<file path="src/rtl/riscv_pu_fetch_queue.sv">
// Instruction fetch unit: owns the PC, issues in-order instruction reads and buffers them in a prefetch queue.
// Define RISCV_FETCH_PERF_EN to add the o_redirect_cnt / o_starve_cnt performance counters.
module riscv_pu_fetch_queue #(
  parameter int unsigned           ADDR_WIDTH  = 64,
  parameter int unsigned           INSTR_WIDTH = 32,
  parameter int unsigned           DEPTH       = 4,
  parameter logic [ADDR_WIDTH-1:0] RESET_PC    = '0,
  parameter logic [ADDR_WIDTH-1:0] PC_STEP     = ADDR_WIDTH'(4)
) (
  input  logic                   clk,
  input  logic                   reset,
  input  logic                   enable,
  input  logic                   i_stall,
  input  logic                   i_flush,
  input  logic                   i_jump_branch,
  input  logic [ADDR_WIDTH-1:0]  i_pc,
  input  logic                   i_interr,
  input  logic [ADDR_WIDTH-1:0]  i_interr_addr,
  output logic                   o_req_valid,
  input  logic                   i_req_ready,
  output logic [ADDR_WIDTH-1:0]  o_req_addr,
  input  logic                   i_rsp_valid,
  input  logic [INSTR_WIDTH-1:0] i_rsp_data,
  output logic                   o_instr_valid,
  output logic [INSTR_WIDTH-1:0] o_instr,
  output logic [ADDR_WIDTH-1:0]  o_pc,
  output logic                   o_flush
`ifdef RISCV_FETCH_PERF_EN
  ,
  output logic [31:0]            o_redirect_cnt,
  output logic [31:0]            o_starve_cnt
`endif
);

  localparam int unsigned PW = $clog2(DEPTH);
  localparam int unsigned CW = PW + 1;
  localparam logic [CW:0] DEPTH_X = (CW+1)'(DEPTH);

  logic [ADDR_WIDTH-1:0]  fetch_pc_q, fetch_pc_d;
  logic                   req_valid_q, req_valid_d;
  logic [ADDR_WIDTH-1:0]  req_addr_q, req_addr_d;
  logic [CW-1:0]          live_q, live_d;
  logic [CW-1:0]          discard_q, discard_d;
  logic [CW-1:0]          count_q, count_d;
  logic                   pend_q, pend_d;
  logic [ADDR_WIDTH-1:0]  pend_addr_q, pend_addr_d;
  logic                   flush_q;
  logic [PW-1:0]          q_rd_q, q_wr_q, pp_rd_q, pp_wr_q;
  logic [INSTR_WIDTH-1:0] q_instr_mem [DEPTH];
  logic [ADDR_WIDTH-1:0]  q_pc_mem    [DEPTH];
  logic [ADDR_WIDTH-1:0]  pp_mem      [DEPTH];

  logic                   redirect, req_fire, req_hold, rsp_drop, push, pop, issue_ok;
  logic [ADDR_WIDTH-1:0]  target;

  assign redirect = i_interr | i_jump_branch | i_flush;
  assign target   = i_interr ? i_interr_addr : i_pc;
  assign req_fire = req_valid_q & i_req_ready;
  assign req_hold = req_valid_q & ~i_req_ready;
  assign rsp_drop = i_rsp_valid & (redirect | (discard_q != '0));
  assign push     = i_rsp_valid & ~rsp_drop;
  assign pop      = (count_q != '0) & ~i_stall & enable & ~redirect;

  always_comb begin
    fetch_pc_d  = fetch_pc_q;
    live_d      = live_q;
    discard_d   = discard_q;
    count_d     = count_q;
    pend_d      = pend_q;
    pend_addr_d = pend_addr_q;
    if (redirect) begin
      // Everything already in flight, including a request accepted this cycle, becomes stale.
      live_d    = '0;
      discard_d = discard_q + live_q + CW'(req_fire) - CW'(i_rsp_valid);
      count_d   = '0;
      if (req_hold) begin
        pend_d      = 1'b1;
        pend_addr_d = target;
      end else begin
        pend_d     = 1'b0;
        fetch_pc_d = target;
      end
    end else begin
      if (req_fire) begin
        if (pend_q) begin
          discard_d  = discard_q + CW'(1);
          fetch_pc_d = pend_addr_q;
          pend_d     = 1'b0;
        end else begin
          live_d     = live_q + CW'(1);
          fetch_pc_d = fetch_pc_q + PC_STEP;
        end
      end
      if (i_rsp_valid) begin
        if (discard_q != '0) discard_d = discard_d - CW'(1);
        else                 live_d    = live_d - CW'(1);
      end
      count_d = count_q + CW'(push) - CW'(pop);
    end
  end

  // Credit check on next-state counters lets requests issue back to back.
  assign issue_ok    = enable & ~pend_d
                     & (({1'b0, count_d} + {1'b0, live_d}) < DEPTH_X)
                     & (({1'b0, live_d} + {1'b0, discard_d}) < DEPTH_X);
  assign req_valid_d = req_hold | issue_ok;
  assign req_addr_d  = req_hold ? req_addr_q : fetch_pc_d;

  always_ff @(posedge clk) begin
    if (reset) begin
      fetch_pc_q  <= RESET_PC;
      req_valid_q <= 1'b0;
      req_addr_q  <= '0;
      live_q      <= '0;
      discard_q   <= '0;
      count_q     <= '0;
      pend_q      <= 1'b0;
      pend_addr_q <= '0;
      flush_q     <= 1'b0;
      q_rd_q      <= '0;
      q_wr_q      <= '0;
      pp_rd_q     <= '0;
      pp_wr_q     <= '0;
      for (int i = 0; i < DEPTH; i++) begin
        q_instr_mem[i] <= '0;
        q_pc_mem[i]    <= '0;
        pp_mem[i]      <= '0;
      end
    end else begin
      fetch_pc_q  <= fetch_pc_d;
      req_valid_q <= req_valid_d;
      req_addr_q  <= req_addr_d;
      live_q      <= live_d;
      discard_q   <= discard_d;
      count_q     <= count_d;
      pend_q      <= pend_d;
      pend_addr_q <= pend_addr_d;
      flush_q     <= redirect;
      if (req_fire) begin
        pp_mem[pp_wr_q] <= req_addr_q;
        pp_wr_q         <= pp_wr_q + PW'(1);
      end
      // Every response, kept or dropped, consumes its address from the pc pipe.
      if (i_rsp_valid) pp_rd_q <= pp_rd_q + PW'(1);
      if (push) begin
        q_instr_mem[q_wr_q] <= i_rsp_data;
        q_pc_mem[q_wr_q]    <= pp_mem[pp_rd_q];
      end
      if (redirect) begin
        q_rd_q <= '0;
        q_wr_q <= '0;
      end else begin
        if (push) q_wr_q <= q_wr_q + PW'(1);
        if (pop)  q_rd_q <= q_rd_q + PW'(1);
      end
    end
  end

  assign o_req_valid   = req_valid_q;
  assign o_req_addr    = req_addr_q;
  assign o_instr_valid = (count_q != '0);
  assign o_instr       = q_instr_mem[q_rd_q];
  assign o_pc          = q_pc_mem[q_rd_q];
  assign o_flush       = flush_q;

`ifdef RISCV_FETCH_PERF_EN
  logic [31:0] redirect_cnt_q, starve_cnt_q;

  always_ff @(posedge clk) begin
    if (reset) begin
      redirect_cnt_q <= '0;
      starve_cnt_q   <= '0;
    end else begin
      if (redirect && (redirect_cnt_q != '1)) redirect_cnt_q <= redirect_cnt_q + 32'd1;
      if (enable && (count_q == '0) && !redirect && (starve_cnt_q != '1))
        starve_cnt_q <= starve_cnt_q + 32'd1;
    end
  end

  assign o_redirect_cnt = redirect_cnt_q;
  assign o_starve_cnt   = starve_cnt_q;
`endif

endmodule

</file>
<file path="config.mk">
export PLATFORM = sky130hd
export DESIGN_NAME = riscv_pu_fetch_queue
export DESIGN_NICKNAME = d
export VERILOG_FILES = /design/src/rtl/riscv_pu_fetch_queue.sv
export SDC_FILE = /design/constraint.sdc
export NUM_CORES = 1
export LEC_CHECK = 0
export BUFFER_PORTS_ARGS = -buffer_cell sky130_fd_sc_hd__buf_4
export CAP_MARGIN = 20
export CORE_MARGIN = 2
export CORE_UTILIZATION = 36
export CTS_CLUSTER_DIAMETER = 80
export CTS_CLUSTER_SIZE = 28
export DETAILED_ROUTE_END_ITERATION = 16
export PLACE_DENSITY = 0.6
export SYNTH_ARGS = -nofsm -noshare
export SYNTH_HDL_FRONTEND = slang
export SYNTH_SLANG_ARGS = --single-unit
</file>
<file path="constraint.sdc">
create_clock -name clk -period 13.6 [get_ports clk]
set_input_delay 0.68 -clock clk [delete_from_list [all_inputs] [get_ports clk]]
set_output_delay 0.68 -clock clk [all_outputs]
set_load 0.03 [all_outputs]
</file>
**After elaboration in Yosys (flattened, before gate mapping)**

Memory sizes are Yosys's and may differ from the RTL's. A register that Yosys moved wholly into a read port is not among the register bits.
Cells that the tools add are included.
Widths: inputs -> output; s select.

- Flip-flop bits (word level): 212
- Memory bits (writable): 640
- Bits of input ports: 169
- Word-level logic and storage cells: 104
- Memories: 3

Memories:

| memory | words | bits a word | read ports | clocked after Yosys merged registers in | wr ports | line | text |
|---|---|---|---|---|---|---|---|
| pp_mem | 4 | 64 | 1 | 1 | 4 | 51 | `logic [ADDR_WIDTH-1:0] pp_mem [DEPTH];` |
| q_pc_mem | 4 | 64 | 1 | 1 | 4 | 50 | `logic [ADDR_WIDTH-1:0] q_pc_mem [DEPTH];` |
| q_instr_mem | 4 | 32 | 1 | 1 | 4 | 49 | `logic [INSTR_WIDTH-1:0] q_instr_mem [DEPTH];` |

- $add $sub $neg: 16
- Order comparisons: 2
- Mux-type cells: 44
- Bitwise gates (word level): 19
- Reduce and logical (&&, ||, !) cells: 7

Operators by type and width:

| operator | count |
|---|---|
| $mux 64 | 7 |
| $reduce_or 64->1 | 2 |
| $add 64x3->64 const B | 1 |
| $mux 3 | 13 |
| $mux 32 | 1 |
| $reduce_or 32->1 | 1 |
| $mux 2 | 9 |
| $mux 1 | 14 |
| $and 1x1->1 | 10 |
| $add 2x1->2 const B | 4 |
| $add 3x3->4 | 2 |
| $lt 4x3->1 const B | 2 |
| $add 3x1->3 | 2 |
| $add 3x1->3 const B | 2 |
| $reduce_bool 3->1 | 2 |
| $sub 3x1->3 | 2 |
| $sub 3x1->3 const B | 2 |
| $not 1->1 | 5 |
| $or 1x1->1 | 4 |
| $add 3x3->3 | 1 |
| $reduce_and 2->1 | 1 |
| $reduce_or 2->1 | 1 |

**Logic depth before layout (Yosys ltp)**

Gate-level depths: netlist of run 1.

- Depth after elaboration: 14
- Mapped depth: 20
- Gate-level depth less buffers: 20

**Worst setup path before layout of run 1**

Ideal clock, no wire load.

- Path type: input port to flip-flop
- Start point: in i_interr
- End point: mem q_instr_mem[0][0] (enable)
- Library setup time: 0.693 ns
- Arrival time: 8.954 ns
- Data required time: 12.907 ns
- Setup slack: 3.953 ns
- Stages: 7
- Buffers on the path: 5
- Cells stage by stage: clkbuf_1 -> or3_1 -> clkbuf_1 -> clkbuf_1 -> clkbuf_1 -> clkbuf_1 -> o31ai_1

RTL lines:

| element | line | text |
|---|---|---|
| start, declared | 17 | `input logic i_interr,` |
| end, declared | 49 |  |

**Final worst setup path of run 1**

- Start point: reg req_valid_q, in the netlist o_req_valid
- End point: reg req_valid_q, in the netlist o_req_valid

- Word-level cells in the longest chain between the ends: 12
- Elaborated cells between the ends (all ways): 28

Ends and longest elaborated chain:

| element | line | text |
|---|---|---|
| start, declared | 40 | `logic req_valid_q, req_valid_d;` |
| start signal, assigned | 131 | `req_valid_q <= req_valid_d;` |
| $and 1x1->1 * | 58 | `assign req_fire = req_valid_q & i_req_ready;` |
| $mux 3 * | 84 | `if (req_fire) begin` |
| $mux 3 * | 71 | `if (redirect) begin` |
| $sub 3x1->3 | 96 | `else live_d = live_d - CW'(1);` |
| $mux 3 | 95 | `if (discard_q != '0) discard_d = discard_d - CW'(1);` |
| $mux 3 * | 94 | `if (i_rsp_valid) begin` |
| $mux 3 * | 71 |  |
| named net live_d[2] | 42 | `logic [CW-1:0] live_q, live_d;` |
| $add 3x3->4 | 104 | `& (({1'b0, count_d} + {1'b0, live_d}) < DEPTH_X)` |
| $lt 4x3->1 | 104 |  |
| $and 1x1->1 | 104 |  |
| $and 1x1->1 * | 105 | `& (({1'b0, live_d} + {1'b0, discard_d}) < DEPTH_X);` |
| $or 1x1->1 * | 106 | `assign req_valid_d = req_hold \| issue_ok;` |

The timed path passes the listed nets; every way through them passes the cells marked *. The select of a mux whose other input is x is not followed.
A chain may end at the register's enable or synchronous reset.

==> results by group, run 1 <==
Routing
  • DRT antenna net count: 0
  • WL per Instance: 23.0 microns
  • Post-DR vias/cell: 5.40
  • Via Count: 26,667
  • WL final: 113,000 microns
  • Pre-antenna DRT Iters: 5
  • 1st-iter DRT viols: 2,640
  • DRC: 0

Yosys
  • Sequential cell area fraction in the yosys report: 60.5%
  • Syn nets: 3,515
  • Synth top cells by count: 640 x edfxtp_1, 589 x nor2_1, 304 x nand2_1
  • Cell Area, Synth: 0.0389 sq mm
  • Synth warn: 0
  • Top cell type's share of synthesized area: 49.4%
  • Synth Register Bits: 856
  • Mean Syn Cell Area: 11.7 sq um
  • Top_reg_cell synth: edfxtp_1
  • FFs w/ async S/R, synth: 0%
  • Most frequent cell after synthesis: edfxtp_1
  • Top cell type by total area after synthesis: edfxtp_1
  • Synth area leaders: edfxtp_1 49%, dfxtp_1 11%, mux4_2 9.3%, nor2_1 5.7%, nand2_1 2.9%
  • Post-synth EDFFs: 640
  • Syn Inst Count: 3,329
  • Yosys cell types: 76

STA
  • Fin Setup TNS: 0 ns
  • Final setup fails: 0
  • Final Max Tran Viols: 0
  • Worst-Margin Slew: 1.12 ns
  • Hold Fails Final Rpt: 0
  • Fin crit period: 4.84 ns
  • Final worst-path cycle share: 35.6%
  • RSZ-0062 raised after global routing: no
  • Max-slew headroom: 25.1%
  • Peak Freq: 207 MHz
  • Worst Clk Skew: 0.0342 ns

Cells and area
  • Non-Filler Instances: 4,936
  • Fillers: 10,131
  • Share of post-route cells with drive strength above 1: 19.1%
  • Layout area overhead: 13.8%
  • Nets: 3,686

Min path
  • Hold Path End: pend_addr_q[58]
  • Worst Min Path Start: i_interr_addr[58]
  • Worst hold path type: in -> reg
  • Hold depth: 3

Placement
  • Port Buffers: 331
  • RePlAce Congestion: 0.881
  • DP Wirelength: 71,000 microns
  • Dpl cells: 4,855

Power
  • Internal power: 4.11 mW
  • Peak supply drop: 0.0000788 V
  • LEAKAGE: 16.9 nW
  • Switching power: 1.82 mW
  • Share of total power in combinational logic: 17.8%
  • Clock share of power: 28.1%
  • Seq pwr share: 54.1%
  • Sw frac: 30.7%
  • P per Cell Area: 134 mW/mm^2

Clocking
  • Clock Latency Late Sink: 0.65 ns
  • CTS Sinks: 856
  • # H-tree levels: 2
  • Clock Tree Root: clkbuf_16
  • Total CTS buffers: 44
  • Hold buffers post-CTS: 0
  • Worst-path clk slew: 0.11 ns
  • CTS Buffer Depth: 3
  • CTS tree: built
  • Postcts setup bufs: 0
  • Post_cts resized: 0

GRT
  • Initial antenna violation count: 3
  • Largest net degree at the start of global routing: 81
  • Number of global-route vias before repair: 26,311
  • Tot GR Track Use: 20.2%
  • Grt total ovfl: 0
  • First-pass GRT wire length: 170,000 microns

Floorplanning
  • Core area: 0.107 sq mm
  • Die Footprint: 0.111 sq mm
  • Std-Cell Rows: 120
  • Die width: 333 microns
  • Initial Utilization: 36.3%
  • Io pins: 332
  • Die H: 333 microns

Critical path
  • Arrival @ worst endpoint: 5.44 ns
  • Kind of critical path: reg -> reg
  • CP max-delay cell: nor2_1
  • FF-to-FF setup slack: 8.76 ns
  • Critical path's largest stage delay: 0.61 ns
  • R2R depth: 20
  • Crit-path max FO: 43
  • WP buf/inv: 4
  • CP delay by family, top: simple AND/OR/NAND/NOR gates
  • WP data required: 14.20 ns
  • CP Capture Type: flop
  • FF-to-FF Start: o_req_valid
  • Critical Path, Cell by Cell: buf_4 -> and2_2 -> buf_4 -> inv_2 -> buf_4 -> nor2_1 -> nor2_1 -> a21oi_1 -> ha_1 -> nand2_1 -> xor2_1 -> xnor2_1 -> nor2_1 -> ha_1 -> nor4_1 -> nand3_1 -> nand2_1 -> nand2_1 -> a21oi_1 -> o41a_1
  • Crit start category: flop
  • Worst reg2reg endpoint: o_req_valid

Outcome
  • Status: finished clean

Run
  • Max Cap Viol: 0
## sequential cells by signal, summed over array words and instances, names as in the netlist, named ones only
signal / count
o_req_addr: 64
o_flush: 1
q_pc_mem: 256
q_wr_q: 2
pp_mem: 256
count_q: 3
fetch_pc_q: 64
q_instr_mem: 128
discard_q: 3
live_q: 3
o_req_valid: 1
pend_addr_q: 64
q_rd_q: 2
pp_rd_q: 2
pp_wr_q: 2
pend_q: 1
## worst register-to-register path, cell delays in order (launching register included)
cell	delay (ns)
dfxtp_1	0.32
buf_4	0.43
and2_2	0.26
buf_4	0.31
inv_2	0.23
buf_4	0.32
nor2_1	0.63
nor2_1	0.08
a21oi_1	0.20
ha_1	0.18
nand2_1	0.06
xor2_1	0.18
xnor2_1	0.20
nor2_1	0.09
ha_1	0.31
nor4_1	0.37
nand3_1	0.15
nand2_1	0.09
nand2_1	0.05
a21oi_1	0.17
o41a_1	0.16
## metal layers
| layer | vias to the layer above | GRT usage, % | part of all wire (%) | wire (microns) |
|---|---|---|---|---|
| li1 | 12306 | - | - | - |
| met1 | 13337 | 28.6 | 44 | 50100 |
| met2 | 904 | 33.2 | 47 | 53700 |
| met3 | 118 | 2.57 | 6.4 | 7310 |
| met4 | 2 | 4.26 | 2.0 | 2300 |
| met5 | - | 0 | 0.0062 | 7 |
## power by group through the flow
| stage | clock, mW | combinational [mW] | sequential (mW) |
|---|---|---|---|
| finish | 1.67 | 1.06 | 3.21 |
| global route | 1.78 | 1.15 | 3.23 |
| CTS | 1.71 | 1.06 | 3.21 |
| detailed placement | 0 | 1.06 | 3.27 |
| global placement | 0 | 1.05 | 3.26 |
| floorplan | 0 | 0.638 | 3.24 |
## placed cells by master, fill, tap and decap left out, drive strengths merged, types with 6 or more instances in the layout
cell type,Yosys,routed
o211ai,26,26
o221ai,17,17
dfxtp,216,216
and4,12,12
xnor2,19,19
or3,7,7
inv,194,207
nand4,29,29
and3,16,16
clkbuf,203,52
buf,53,381
or2,8,8
nand2,305,305
a21o,6,6
xor2,7,7
nand2b,9,9
nor4,31,31
mux2i,83,83
clkinv,2,8
mux4,160,160
o21ai,103,103
nand3,50,50
nor2,589,589
edfxtp,640,640
and2,139,139
a21oi,133,133
a31oi,20,20
ha,14,14
a211oi,88,88
nor3,39,39
or4,11,11
o22ai,36,36
## per-stage QoR
step / setup WS (ns) / cell area, sq um / util [%] / power, mW / hold WS, ns
6_report: 8.76 / 44300 / 41.3 / 5.93 / 0.346
5_1_grt: 8.29 / 44300 / 41.3 / 6.17 / 0.348
3_3_place_gp: 8.44 / 42700 / 39.8 / 4.31 / 0.482
4_1_cts: 8.78 / 44200 / 41.3 / 5.98 / 0.299
3_5_place_dp: 8.45 / 42700 / 39.8 / 4.32 / 0.490
2_1_floorplan: 3.95 / 38900 / - / 3.88 / 0.471
## cell type report
class	count	area (sq um)	share of cell area [%]
clock buffer	52	1210	2.73
inverter	196	736	1.66
sequential	856	23600	53.2
multi-input combinational	2021	13800	31.1
antenna	2	5.00	0.0113
clock inverter	25	349	0.788
tap	1403	1760	3.96
timing repair buffer	381	2900	6.54
## worst max path at each step
stage | startpoint | to | slack [ns] | depth (start not counted)
after global routing | o_req_valid | o_req_valid | 8.29 | 20
final | o_req_valid | o_req_valid | 8.76 | 20
after floorplan | i_interr | q_instr_mem[0][0] | 3.95 | 7
after detailed placement | i_req_ready | o_req_valid | 8.45 | 20
after CTS | o_req_valid | o_req_valid | 8.78 | 20
after global placement | i_req_ready | o_req_valid | 8.44 | 20
## cells by family after synthesis
kind of cell,after synthesis,share of synthesized area (%)
flops,856,60.5
simple gates,1253,14.6
fa+ha+maj,17,0.604
buf+inv,452,4.48
xor+xnor,26,0.585
compound gates,478,7.76
mux,247,11.5
Power figures use the tool's default switching activity.
==> run 2, diff against run 1 <==
==> constraint.sdc (replaced) <==
create_clock -name clk -period 4.9 [get_ports clk]
set_input_delay 0.245 -clock clk [delete_from_list [all_inputs] [get_ports clk]]
set_output_delay 0.245 -clock clk [all_outputs]
set_load 0.03 [all_outputs]
==> results by group, run 2 (synthesis results as in run 1) <==
Outcome
  • Status: finished clean (unchanged)

STA
  • Final Max Tran Viols: 0 (unchanged)
  • Max-slew headroom: 29.0% (was 25.1%)
  • Final worst-path cycle share: 77.3% (was 35.6%)
  • Peak Freq: 264 MHz (was 207 MHz)
  • Hold Fails Final Rpt: 0 (unchanged)
  • RSZ-0062 raised after global routing: no (unchanged)
  • WHS: 0.0430 ns (was 0.346 ns)
  • Worst-Margin Slew: 1.07 ns (was 1.12 ns)
  • Worst Clk Skew: 0.0486 ns (was 0.0342 ns)
  • Final WS setup: 1.11 ns (was 8.76 ns)
  • Final setup fails: 0 (unchanged)
  • Fin crit period: 3.79 ns (was 4.84 ns)

Routing
  • 1st-iter DRT viols: 2,607 (was 2,640)
  • Pre-antenna DRT Iters: 8 (was 5)
  • DRT antenna net count: 0 (unchanged)
  • DRC: 0 (unchanged)
  • Via Count: 26,642 (was 26,667)
  • Post-DR vias/cell: 5.35 (was 5.40)
  • WL per Instance: 22.5 microns (was 23.0 microns)
  • WL final: 112,000 microns (was 113,000 microns)

Clocking
  • CTS Sinks: 856 (unchanged)
  • CTS Buffer Depth: 3 (unchanged)
  • Worst-path clk slew: 0.11 ns (about the same)
  • Clock Latency Late Sink: 0.64 ns (was 0.65 ns)
  • CTS tree: built (unchanged)
  • Post_cts resized: 0 (unchanged)
  • Postcts setup bufs: 0 (unchanged)
  • Clock Tree Root: clkbuf_16 (unchanged)
  • Hold buffers post-CTS: 35 (was 0)
  • Total CTS buffers: 43 (was 44)
  • # H-tree levels: 2 (unchanged)

Critical path
  • CP max-delay cell: ha_1 (was nor2_1)
  • Worst path most repeated cell: ha_1
  • Critical path's largest stage delay: 0.38 ns (was 0.61 ns)
  • Crit-path max FO: 5 (was 43)
  • Crit start category: flop (unchanged)
  • Arrival @ worst endpoint: 4.38 ns (was 5.44 ns)
  • CP Capture Type: flop (unchanged)
  • Critical Path, Cell by Cell: inv_1 -> ha_1 -> nand2b_1 -> nor2_1 -> nand2_1 -> ha_1 -> inv_1 -> ha_1 -> inv_1 -> fa_1 -> xor2_1 -> xnor2_1 -> nor2_1 -> ha_1 -> nor4_1 -> nand3_1 -> nand2_1 -> nand2_1 -> a21oi_1 -> o41a_1 (was buf_4 -> and2_2 -> buf_4 -> inv_2 -> buf_4 -> nor2_1 -> nor2_1 -> a21oi_1 -> ha_1 -> nand2_1 -> xor2_1 -> xnor2_1 -> nor2_1 -> ha_1 -> nor4_1 -> nand3_1 -> nand2_1 -> nand2_1 -> a21oi_1 -> o41a_1)
  • WP buf/inv: 3 (was 4)
  • WP data required: 5.49 ns (was 14.20 ns)
  • CP delay by family, top: simple AND/OR/NAND/NOR gates (unchanged)
  • R2R depth: 20 (unchanged)
  • FF-to-FF setup slack: 1.11 ns (was 8.76 ns)
  • Critical path depth: 20 (unchanged)
  • Kind of critical path: reg -> reg (unchanged)

Run
  • Max Cap Viol: 0 (unchanged)

GRT
  • Number of global-route vias before repair: 25,543 (was 26,311)
  • First-pass GRT wire length: 167,000 microns (was 170,000 microns)
  • Initial antenna violation count: 4 (was 3)
  • Tot GR Track Use: 19.8% (was 20.2%)
  • Grt total ovfl: 0 (unchanged)
  • Largest net degree at the start of global routing: 107 (was 81)

Cells and area
  • ANT cells: 0 (was 2)
  • Regs by FF count: pp_mem: 256 flops, q_pc_mem: 256 flops, q_instr_mem: 128 flops (unchanged)
  • Share of post-route cells with drive strength above 1: 19.1% (about the same)
  • Non-Filler Instances: 4,980 (was 4,936)
  • Commonest non-fill, non-tap cell in the layout: edfxtp_1 (unchanged)
  • Layout area overhead: 15.1% (was 13.8%)
  • Design Area, Final: 0.0448 sq mm (was 0.0443 sq mm)
  • Most frequent cells in the layout: 640 x edfxtp_1, 584 x nor2_1, 380 x buf_4 (was 640 x edfxtp_1, 585 x nor2_1, 378 x buf_4)
  • Nets: 3,731 (was 3,686)

Floorplanning
  • Die H: 333 microns (unchanged)
  • Io pins: 332 (unchanged)
  • Initial Utilization: 36.3% (unchanged)
  • Die width: 333 microns (unchanged)
  • Std-Cell Rows: 120 (unchanged)
  • Core area: 0.107 sq mm (unchanged)
  • Die Footprint: 0.111 sq mm (unchanged)

Power
  • Seq pwr share: 54.3% (was 54.1%)
  • LEAKAGE: 17.1 nW (was 16.9 nW)
  • Sw frac: 30.6% (was 30.7%)
  • Clock share of power: 27.6% (was 28.1%)
  • Switching power: 5.01 mW (was 1.82 mW)
  • P per Cell Area: 366 mW/mm^2 (was 134 mW/mm^2)
  • Internal power: 11.4 mW (was 4.11 mW)
  • Share of total power in combinational logic: 18.1% (was 17.8%)
  • Peak supply drop: 0.000288 V (was 0.0000788 V)

Placement
  • Port Buffers: 331 (unchanged)
  • DP Wirelength: 71,700 microns (was 71,000 microns)
  • Setup Slack @ Placement: 0.986 ns (was 8.45 ns)
  • Area after DPL: 0.0429 sq mm (was 0.0427 sq mm)
  • Dpl cells: 4,867 (was 4,855)
  • RePlAce Congestion: 0.870 (was 0.881)

Min path
  • Worst hold path type: in -> reg (unchanged)
  • Hold depth: 4 (was 3)
[run 2: cell types whose count changed in the layout (fill, tap and decap cells not counted), moves of 4 or more]
cell           previous run  this run
clkinv_8                  1         5
buf_12                    1        10
clkbuf_1                  2         6
dlygate4sd3_1             0        35
[run 2: layout make-up]
type,count,area [sq um]
Clock buffer,50,1120
Clock inverter,27,379
Sequential cell,856,23600
Inverter,196,736
Timing Repair Buffer,427,3440
Tap cell,1403,1760
Multi-Input combinational cell,2021,13800
Fill cell,10150,62400
[run 2: power groups by stage]
stage	sequential, mW	combinational [mW]	clock (mW)
after floorplan	8.97	1.77	0
after global placement	9.05	2.92	0
after detailed placement	9.06	2.96	0
after CTS	8.90	2.99	4.64
after global routing	8.98	3.21	4.87
final	8.90	2.96	4.53
[run 2: path summary, 6_finish.rpt]
check / start / to
max: discard_q[0] / o_req_valid
max reg2reg: discard_q[0] / o_req_valid
min reg2reg: pend_addr_q[45] / pend_addr_q[45]
min: enable / o_req_valid
[run 2: per-layer routing]
layer | GRT usage [%] | vias to the layer above | part of all wire (%)
met5 | 0 | - | 0.012
met2 | 32.1 | 902 | 47
met3 | 4.15 | 119 | 7.6
li1 | - | 12411 | -
met1 | 27.4 | 13208 | 43
met4 | 4.23 | 2 | 2.0
[run 2: worst min-delay path, stage by stage]
cell     delay (ns)
buf_4          0.16
nand4_1        0.08
a21oi_1        0.06
o41a_1         0.11
[run 2: stage by stage]
step	TNS (ns)	utilization, %	total power, mW
after global placement	0	40.0	12.0
after CTS	0	41.8	16.5
final	0	41.8	16.4
after global routing	0	41.8	17.1
after detailed placement	0	40.0	12.0
after floorplan	-217.87	-	10.7
